$ cat src/rtl/dmem_pkg.sv
// Shared types and helpers for the data-memory access controller.
package dmem_pkg;

  typedef enum logic {
    IDLE = 1'b0,
    BUSY = 1'b1
  } state_t;

  typedef enum logic {
    OWN_PIPE = 1'b0,
    OWN_DBG  = 1'b1
  } owner_t;

  // Latency counter width: enough to hold MEM_LAT-1 with one spare bit.
  function automatic int unsigned cnt_width(input int unsigned lat);
    return $clog2(lat) + 1;
  endfunction

endpackage

$ cat src/rtl/dmem_access_ctrl_if.sv
// Bundle of pipeline, debug and data-memory signals around the MEM-stage access controller.
interface dmem_access_ctrl_if #(
  parameter int unsigned ADDR_W = 32,
  parameter int unsigned DATA_W = 32
);

  logic              pipe_memread;
  logic              pipe_memwrite;
  logic [ADDR_W-1:0] pipe_addr;
  logic [DATA_W-1:0] pipe_wdata;
  logic [DATA_W-1:0] pipe_rdata;
  logic              pipe_done;
  logic              stall;

  logic              dbg_req;
  logic              dbg_we;
  logic [ADDR_W-1:0] dbg_addr;
  logic [DATA_W-1:0] dbg_wdata;
  logic [DATA_W-1:0] dbg_rdata;
  logic              dbg_ack;

  logic              mem_en;
  logic              mem_we;
  logic [ADDR_W-1:0] mem_addr;
  logic [DATA_W-1:0] mem_wdata;
  logic [DATA_W-1:0] mem_rdata;

  logic              misalign_err;

  modport slave (
    input  pipe_memread, pipe_memwrite, pipe_addr, pipe_wdata,
    input  dbg_req, dbg_we, dbg_addr, dbg_wdata,
    input  mem_rdata,
    output pipe_rdata, pipe_done, stall,
    output dbg_rdata, dbg_ack,
    output mem_en, mem_we, mem_addr, mem_wdata,
    output misalign_err
  );

  modport master (
    output pipe_memread, pipe_memwrite, pipe_addr, pipe_wdata,
    output dbg_req, dbg_we, dbg_addr, dbg_wdata,
    output mem_rdata,
    input  pipe_rdata, pipe_done, stall,
    input  dbg_rdata, dbg_ack,
    input  mem_en, mem_we, mem_addr, mem_wdata,
    input  misalign_err
  );

endinterface

$ cat src/rtl/dmem_lat_counter.sv
// Loadable down-counter with zero flag; holds at zero instead of wrapping.
module dmem_lat_counter #(
  parameter int unsigned W = 2
) (
  input  logic         clk,
  input  logic         reset,
  input  logic         load,
  input  logic [W-1:0] load_val,
  input  logic         dec,
  output logic         zero
);

  logic [W-1:0] cnt;

  always_ff @(posedge clk or posedge reset) begin
    if (reset) begin
      cnt <= '0;
    end else if (load) begin
      cnt <= load_val;
    end else if (dec && !zero) begin
      cnt <= cnt - 1'b1;
    end
  end

  assign zero = (cnt == '0);

endmodule

$ cat src/rtl/dmem_access_ctrl.sv
// MEM-stage data-memory sequencer: arbitrates pipeline vs debug port, models fixed
// memory latency and stalls the pipeline until its access completes.
module dmem_access_ctrl
  import dmem_pkg::*;
#(
  parameter int unsigned ADDR_W  = 32,
  parameter int unsigned DATA_W  = 32,
  parameter int unsigned MEM_LAT = 2
) (
  input logic              clk,
  input logic              reset,
  dmem_access_ctrl_if.slave bus
);

  localparam int unsigned        CNT_W    = cnt_width(MEM_LAT);
  localparam logic [CNT_W-1:0]   LOAD_VAL = CNT_W'(MEM_LAT - 1);

  state_t            state;
  owner_t            owner;
  owner_t            last_grant;
  logic              cap_we;
  logic [ADDR_W-1:0] cap_addr;
  logic [DATA_W-1:0] cap_wdata;

  logic pipe_req;
  logic dbg_eff;
  logic busy;
  logic grant_pipe;
  logic grant_dbg;
  logic cnt_zero;
  logic done;

  assign pipe_req = bus.pipe_memread | bus.pipe_memwrite;
  // Masking with dbg_ack stops a still-high level request re-granting in the ack cycle.
  assign dbg_eff  = bus.dbg_req & ~bus.dbg_ack;
  assign busy     = (state == BUSY);

  assign grant_pipe = ~busy & pipe_req & (~dbg_eff | (last_grant == OWN_DBG));
  assign grant_dbg  = ~busy & dbg_eff & ~grant_pipe;
  assign done       = busy & cnt_zero;

  dmem_lat_counter #(
    .W(CNT_W)
  ) u_lat_counter (
    .clk      (clk),
    .reset    (reset),
    .load     (grant_pipe | grant_dbg),
    .load_val (LOAD_VAL),
    .dec      (busy),
    .zero     (cnt_zero)
  );

  always_ff @(posedge clk or posedge reset) begin
    if (reset) begin
      state            <= IDLE;
      owner            <= OWN_DBG;
      last_grant       <= OWN_DBG;
      cap_we           <= 1'b0;
      cap_addr         <= '0;
      cap_wdata        <= '0;
      bus.dbg_rdata    <= '0;
      bus.dbg_ack      <= 1'b0;
      bus.misalign_err <= 1'b0;
    end else begin
      bus.dbg_ack <= 1'b0;
      case (state)
        IDLE: begin
          if (grant_pipe) begin
            state      <= BUSY;
            owner      <= OWN_PIPE;
            last_grant <= OWN_PIPE;
            cap_we     <= bus.pipe_memwrite;
            cap_addr   <= bus.pipe_addr;
            cap_wdata  <= bus.pipe_wdata;
            if (bus.pipe_addr[1:0] != 2'b00) begin
              bus.misalign_err <= 1'b1;
            end
          end else if (grant_dbg) begin
            state      <= BUSY;
            owner      <= OWN_DBG;
            last_grant <= OWN_DBG;
            cap_we     <= bus.dbg_we;
            cap_addr   <= bus.dbg_addr;
            cap_wdata  <= bus.dbg_wdata;
          end
        end
        BUSY: begin
          if (cnt_zero) begin
            state <= IDLE;
            if (owner == OWN_DBG) begin
              bus.dbg_ack <= 1'b1;
              if (!cap_we) begin
                bus.dbg_rdata <= bus.mem_rdata;
              end
            end
          end
        end
        default: state <= IDLE;
      endcase
    end
  end

  assign bus.mem_en     = busy;
  assign bus.mem_we     = busy & cap_we;
  assign bus.mem_addr   = cap_addr;
  assign bus.mem_wdata  = cap_wdata;

  assign bus.pipe_done  = done & (owner == OWN_PIPE);
  assign bus.pipe_rdata = (bus.pipe_done && !cap_we) ? bus.mem_rdata : '0;
  // Reset term keeps stall low while reset is held even if a request is present.
  assign bus.stall      = pipe_req & ~bus.pipe_done & ~reset;

endmodule

$ cat src/flat_wrapper.sv
// flat-port wrapper written by rule: the top's interface ports become plain ports
module dmem_access_ctrl_flat import dmem_pkg::*;
#(
  parameter int unsigned ADDR_W  = 32,
  parameter int unsigned DATA_W  = 32,
  parameter int unsigned MEM_LAT = 2
)
  (clk, reset, bus_pipe_memread, bus_pipe_memwrite, bus_pipe_addr, bus_pipe_wdata, bus_dbg_req, bus_dbg_we, bus_dbg_addr, bus_dbg_wdata, bus_mem_rdata, bus_pipe_rdata, bus_pipe_done, bus_stall, bus_dbg_rdata, bus_dbg_ack, bus_mem_en, bus_mem_we, bus_mem_addr, bus_mem_wdata, bus_misalign_err);
  dmem_access_ctrl_if #(.ADDR_W(ADDR_W), .DATA_W(DATA_W)) bus_i ();
  input logic clk;
  input logic reset;
  input wire logic [$bits(bus_i.pipe_memread)-1:0] bus_pipe_memread;
  input wire logic [$bits(bus_i.pipe_memwrite)-1:0] bus_pipe_memwrite;
  input wire logic [$bits(bus_i.pipe_addr)-1:0] bus_pipe_addr;
  input wire logic [$bits(bus_i.pipe_wdata)-1:0] bus_pipe_wdata;
  input wire logic [$bits(bus_i.dbg_req)-1:0] bus_dbg_req;
  input wire logic [$bits(bus_i.dbg_we)-1:0] bus_dbg_we;
  input wire logic [$bits(bus_i.dbg_addr)-1:0] bus_dbg_addr;
  input wire logic [$bits(bus_i.dbg_wdata)-1:0] bus_dbg_wdata;
  input wire logic [$bits(bus_i.mem_rdata)-1:0] bus_mem_rdata;
  output wire logic [$bits(bus_i.pipe_rdata)-1:0] bus_pipe_rdata;
  output wire logic [$bits(bus_i.pipe_done)-1:0] bus_pipe_done;
  output wire logic [$bits(bus_i.stall)-1:0] bus_stall;
  output wire logic [$bits(bus_i.dbg_rdata)-1:0] bus_dbg_rdata;
  output wire logic [$bits(bus_i.dbg_ack)-1:0] bus_dbg_ack;
  output wire logic [$bits(bus_i.mem_en)-1:0] bus_mem_en;
  output wire logic [$bits(bus_i.mem_we)-1:0] bus_mem_we;
  output wire logic [$bits(bus_i.mem_addr)-1:0] bus_mem_addr;
  output wire logic [$bits(bus_i.mem_wdata)-1:0] bus_mem_wdata;
  output wire logic [$bits(bus_i.misalign_err)-1:0] bus_misalign_err;
  assign bus_i.pipe_memread = bus_pipe_memread;
  assign bus_i.pipe_memwrite = bus_pipe_memwrite;
  assign bus_i.pipe_addr = bus_pipe_addr;
  assign bus_i.pipe_wdata = bus_pipe_wdata;
  assign bus_i.dbg_req = bus_dbg_req;
  assign bus_i.dbg_we = bus_dbg_we;
  assign bus_i.dbg_addr = bus_dbg_addr;
  assign bus_i.dbg_wdata = bus_dbg_wdata;
  assign bus_i.mem_rdata = bus_mem_rdata;
  assign bus_pipe_rdata = bus_i.pipe_rdata;
  assign bus_pipe_done = bus_i.pipe_done;
  assign bus_stall = bus_i.stall;
  assign bus_dbg_rdata = bus_i.dbg_rdata;
  assign bus_dbg_ack = bus_i.dbg_ack;
  assign bus_mem_en = bus_i.mem_en;
  assign bus_mem_we = bus_i.mem_we;
  assign bus_mem_addr = bus_i.mem_addr;
  assign bus_mem_wdata = bus_i.mem_wdata;
  assign bus_misalign_err = bus_i.misalign_err;
  dmem_access_ctrl #(.ADDR_W(ADDR_W), .DATA_W(DATA_W), .MEM_LAT(MEM_LAT)) u_core (.clk(clk), .reset(reset), .bus(bus_i));
endmodule
$ cat config.mk
export PLATFORM = sky130hd
export DESIGN_NAME = dmem_access_ctrl_flat
export DESIGN_NICKNAME = d
export VERILOG_FILES = /design/src/rtl/dmem_pkg.sv /design/src/rtl/dmem_access_ctrl_if.sv /design/src/rtl/dmem_lat_counter.sv /design/src/rtl/dmem_access_ctrl.sv /design/src/flat_wrapper.sv
export SDC_FILE = /design/constraint.sdc
export NUM_CORES = 1
export LEC_CHECK = 0
export ABC_AREA = 1
export CAP_MARGIN = 20
export CORE_MARGIN = 5
export CORE_UTILIZATION = 30
export CTS_BUF_LIST = sky130_fd_sc_hd__clkbuf_8
export DETAILED_ROUTE_END_ITERATION = 12
export GPL_TIMING_DRIVEN = 0
export MAX_ROUTING_LAYER = met4
export PLACE_DENSITY_LB_ADDON = 0.05
export SLEW_MARGIN = 20
export SYNTH_ARGS = -nofsm -noshare
export SYNTH_HDL_FRONTEND = slang
export SYNTH_SLANG_ARGS = --single-unit
$ cat constraint.sdc
create_clock -name clk -period 6.4 [get_ports clk]
set_input_delay 0.96 -clock clk [delete_from_list [all_inputs] [get_ports clk]]
set_output_delay 0.96 -clock clk [all_outputs]
set_load 0.02 [all_outputs]
# After elaboration in Yosys (flattened, before gate mapping)
# Index checks and enable logic that the tools add are counted.
# Widths: inputs -> output; s select.
# word_totals
reg_bits,103
latch_bits,0
ram_bits,0
romBits,0
inputBits,166
output_inout_bits,134
word_cells,60
mem_count,0
# classes
add_sub_neg,1
multipliers,0
n_div,0
magnitude_cmp,0
eq_ne,0
shift,0
n_mux,18
bitwise,21
n_reduce_logical,11
# ops
operator,count
$mux 32,5
$and 1x1->1,10
$mux 1,10
$not 1->1,8
$reduce_bool 2->1,3
$mux 2,2
$reduce_and 4->1,1
$or 1x1->1,3
$reduce_and 3->1,1
$logic_and 1x1->1,2
$logic_not 1->1,2
$logic_not 2->1,1
$pmux 1 s2,1
$reduce_and 2->1,1
$sub 2x1->2 const B,1

# Depth between registers and ports, before layout
# depth
ltp_word,10
mapped_depth,8

# Cells and area by module
# Synthesis repeated with hierarchy kept, for this count alone.
# unflattened
cells_unflattened,716
area_unflattened_um2,5474.0
# modules_own_cells
mod,instances,cells_per_inst,area_per_inst_um2,seq_area_each_um2
dmem_access_ctrl,1,696,5342.6,2528.7
dmem_lat_counter,1,20,131.4,50.0

# Worst setup path before layout
# OpenSTA, ideal clock, no wires.
# synth_path
path_kind,input to output
startpoint,input bus_pipe_memwrite
endpoint,output bus_stall
arrival_ns,1.488
required_time_ns,5.440
slack_ns,3.952
stages,2
path_cell_list,nor2_2 > nor3_1
# synth_between
elab_chain_cells,3
# synth_lines
element,line_no,source
start: declaration,flat_wrapper.sv:13,input wire logic [$bits(bus_i.pipe_memwrite)-1:0] bus_pipe_memwrite;
$or 1x1->1,dmem_access_ctrl.sv:33,assign pipe_req = bus.pipe_memread | bus.pipe_memwrite;
$and 1x1->1 (2 in series),dmem_access_ctrl.sv:111,assign bus.stall = pipe_req & ~bus.pipe_done & ~reset;
end: declaration,flat_wrapper.sv:23,output wire logic [$bits(bus_i.stall)-1:0] bus_stall;
# No other way between the ends.

# Worst setup path in the final report
# Ends and elaborated chain as after synthesis.

==> results by group <==
Outcome
  • Outcome: complete, no violations

Global route
  • Vias in the first global route: 5386
  • Global-route wire length before repair: 29300 um
  • Total grt overflow: 0
  • Total GRT Usage: 18.8%
  • Largest net degree at the start of global routing: 66
  • Initial antenna violation count: 0

Routing
  • Routed len/inst: around 16 um
  • Final wirelength: 19200 um
  • Iter 0 DRT Violations: 220
  • DR vias: 5374
  • Via/cell ratio: 4.34
  • ANT nets after route: 0
  • Pre-Repair DR Iteration Count: 4
  • Drt drc: 0

Worst setup path
  • WP buf/inv: 2
  • Slowest cell on crit path: clkdlybuf4s50_1
  • Critical Path Sink Type: output pin
  • CP max FO: 3
  • Crit-path leading delay family: buffers and inverters
  • R2r setup slk: 4.76 ns
  • CP Class: input pin to output pin
  • Critical path startpoint category: input pin
  • CP max stage delay: between 0.6 and 0.7 ns
  • Top cell by count, worst path: clkdlybuf4s50_1
  • Critical Path RT: 5.44 ns
  • CP arrival: ~2.4 ns
  • Cell Chain, Critical Path: clkdlybuf4s50_1, nor2_2, nor3_1, clkdlybuf4s50_1

Timing
  • Slew headroom: roughly 65%
  • Hold violation count in the final report: 0
  • Fmax: approximately 0.3 GHz
  • Setup ws final: 3.07 ns
  • Clock Skews: 0.00837 ns
  • RSZ-0062 raised after global routing: false
  • Setup TNS: 0 ns
  • Setup-failing EPs final: 0
  • Final Max Tran Viols: 0
  • Worst-Margin Slew: between 0.5 and 0.6 ns
  • Final Cycle Share: 52.0%
  • Period minus WS final: 3.33 ns

Cells and area
  • Area growth syn-to-layout: 64.4%
  • Antenna diode count: 0
  • Commonest non-fill, non-tap cell in the layout: clkdlybuf4s50_1
  • Filler cell count: 1796
  • Most frequent cells in the layout: clkdlybuf4s50_1 (299), nand2_1 (233), inv_1 (103)
  • Reg area: approximately 2600 um2
  • Layout cells sized above 1: 6.93%
  • Final #Nets: about 1.2k
  • Area of the multi-input gates: 2120 um2

Clock network
  • Clk Latency, worst-skew pair: 0.38 ns
  • Htree depth: 3
  • Post-CTS Setup Bufs: 0
  • CTS tree: done
  • Reg clk slew, reported paths: roughly 0.10 ns
  • Cts hold-fix bufs: 0
  • Root buf cell: clkbuf_8
  • Num Clock Sinks: between 100 and 150
  • Post-CTS resize count: 0
  • Max Root-Sink Buffers: 2
  • CTS Buf Count: 9

Floorplanning
  • Die height: 144 um
  • Die W: 144 um
  • Die area: around 21000 um2
  • FP Rows: 49
  • Starting Density: 30.2%
  • IO Count: 300
  • Total core area: 17800 um2

Placement
  • Setup Slack @ Placement: 3.04 ns
  • RD Place Congestion: roughly 0.8
  • DP HPWL: about 15000 um
  • Port buffer count: 299

Flow run
  • Max_cap viols: 0

Yosys
  • Register bit total from synthesis: 103
  • Mapped Cells: 694
  • Synth Area per Inst: approximately 7.8 um2
  • Mapped Nets: around 860
  • Post-synthesis cell type count: 25
  • Synth Warn #: 0
  • Mapped cell area: 5390 um2
  • Sequential fraction of the synthesis area: 47.9%

Worst hold path
  • Min-delay worst type: flip-flop to flip-flop

Power
  • Sequential group share of total power: 29.9%
  • Pint: 2.18 mW
  • Pwr Total: between 3 and 4 mW
  • PwrDens: 441 nW/um2
  • Clock power frac: 9.3%
  • Power share of the combinational group: between 60% and 70%
  • Peak VDD IR: 0.000227 V
  • Leakage: 4.25 nW
  • Net switching power: approximately 1.7 mW
  • Sw frac: between 40% and 50%
power by group through the flow:
stage               sequential (mW)  clock, mW  combinational (mW)
floorplan                      1.57          0               0.882
global placement               1.17          0                2.40
detailed placement             1.17          0                2.41
CTS                            1.17      0.383                2.42
global route                   1.21      0.411                2.61
finish                         1.17      0.363                2.37
stage by stage:
stage	hold slack (ns)	instances	utilization [%]	cell area [um2]
2_1_floorplan	0.449	694	-	5390
3_3_place_gp	0.461	1222	48.6	8670
6_report	0.485	1239	49.6	8850
4_1_cts	0.487	1239	49.6	8850
5_1_grt	0.502	1239	49.6	8850
3_5_place_dp	0.464	1223	48.8	8700
synthesized netlist by cell type:
cell type	number	area share (%)
nand3_1	7	0.65
nor2_4	2	0.42
dfrtp_1	102	47
buf_1	1	0.070
nor2_1	32	2.2
clkbuf_1	8	0.56
buf_2	14	1.3
buf_6	11	2.3
nand3b_1	64	8.9
nand2_4	1	0.21
buf_4	8	1.1
inv_1	102	7.1
o21a_1	1	0.14
nand2_2	2	0.23
ha_1	1	0.23
nor2_2	2	0.23
o21ai_2	8	1.3
nand3_2	2	0.37
dfstp_2	1	0.49
o21ai_1	34	3.2
nand2_1	233	16
clkbuf_2	1	0.093
inv_2	2	0.14
o21ai_0	54	5.0
nor3_1	1	0.093
registers in the layout, indices dropped and copies added, names as in the netlist:
name,flops
u_core.bus.dbg_ack,1
u_core.bus.dbg_rdata,32
u_core.bus.mem_addr,32
u_core.bus.mem_en,1
u_core.bus.mem_wdata,32
u_core.bus.misalign_err,1
u_core.cap_we,1
u_core.owner,1
u_core.u_lat_counter.cnt,2
routing by layer:
layer / vias up / track usage, % / routed length [um]
met4: 0 / 6.34 / 425
met2: 196 / 30.2 / 8980
met5: - / - / 0
met1: 2405 / 23.6 / 8240
met3: 24 / 4.30 / 1580
li1: 2749 / - / -
final cells by class:
cell class | count | share of cell area [%]
repair buffers | 300 | 34.1
flip-flops and latches | 103 | 29.1
multi-input cells | 444 | 24.0
inverters | 104 | 4.47
plain buffers | 43 | 3.31
well taps | 229 | 3.24
clock buffers | 9 | 1.40
clock inverters | 7 | 0.367
final timing paths:
path                                    startpoint                       end  depth (start not counted)
min reg2reg                u_core.bus.misalign_err   u_core.bus.misalign_err                          1
max reg2reg                      u_core.bus.mem_en   u_core.bus.mem_addr[10]                          6
min                        u_core.bus.misalign_err   u_core.bus.misalign_err                          1
max in group asynchronous                    reset              u_core.owner                          3
max                              bus_pipe_memwrite                 bus_stall                          4
min in group asynchronous                    reset  u_core.bus.mem_wdata[24]                          2
cells by family (layout without fill, tap and decap cells):
logic type / count (synthesis) / count (layout) / share of synthesized area [%]
simple gates: 346 / 346 / 29.6
fa+ha+maj: 1 / 1 / 0.232
flops: 103 / 103 / 47.9
buf+inv: 147 / 463 / 12.7
compound gates: 97 / 97 / 9.62
No activity file was read; power rests on OpenSTA's default activity.
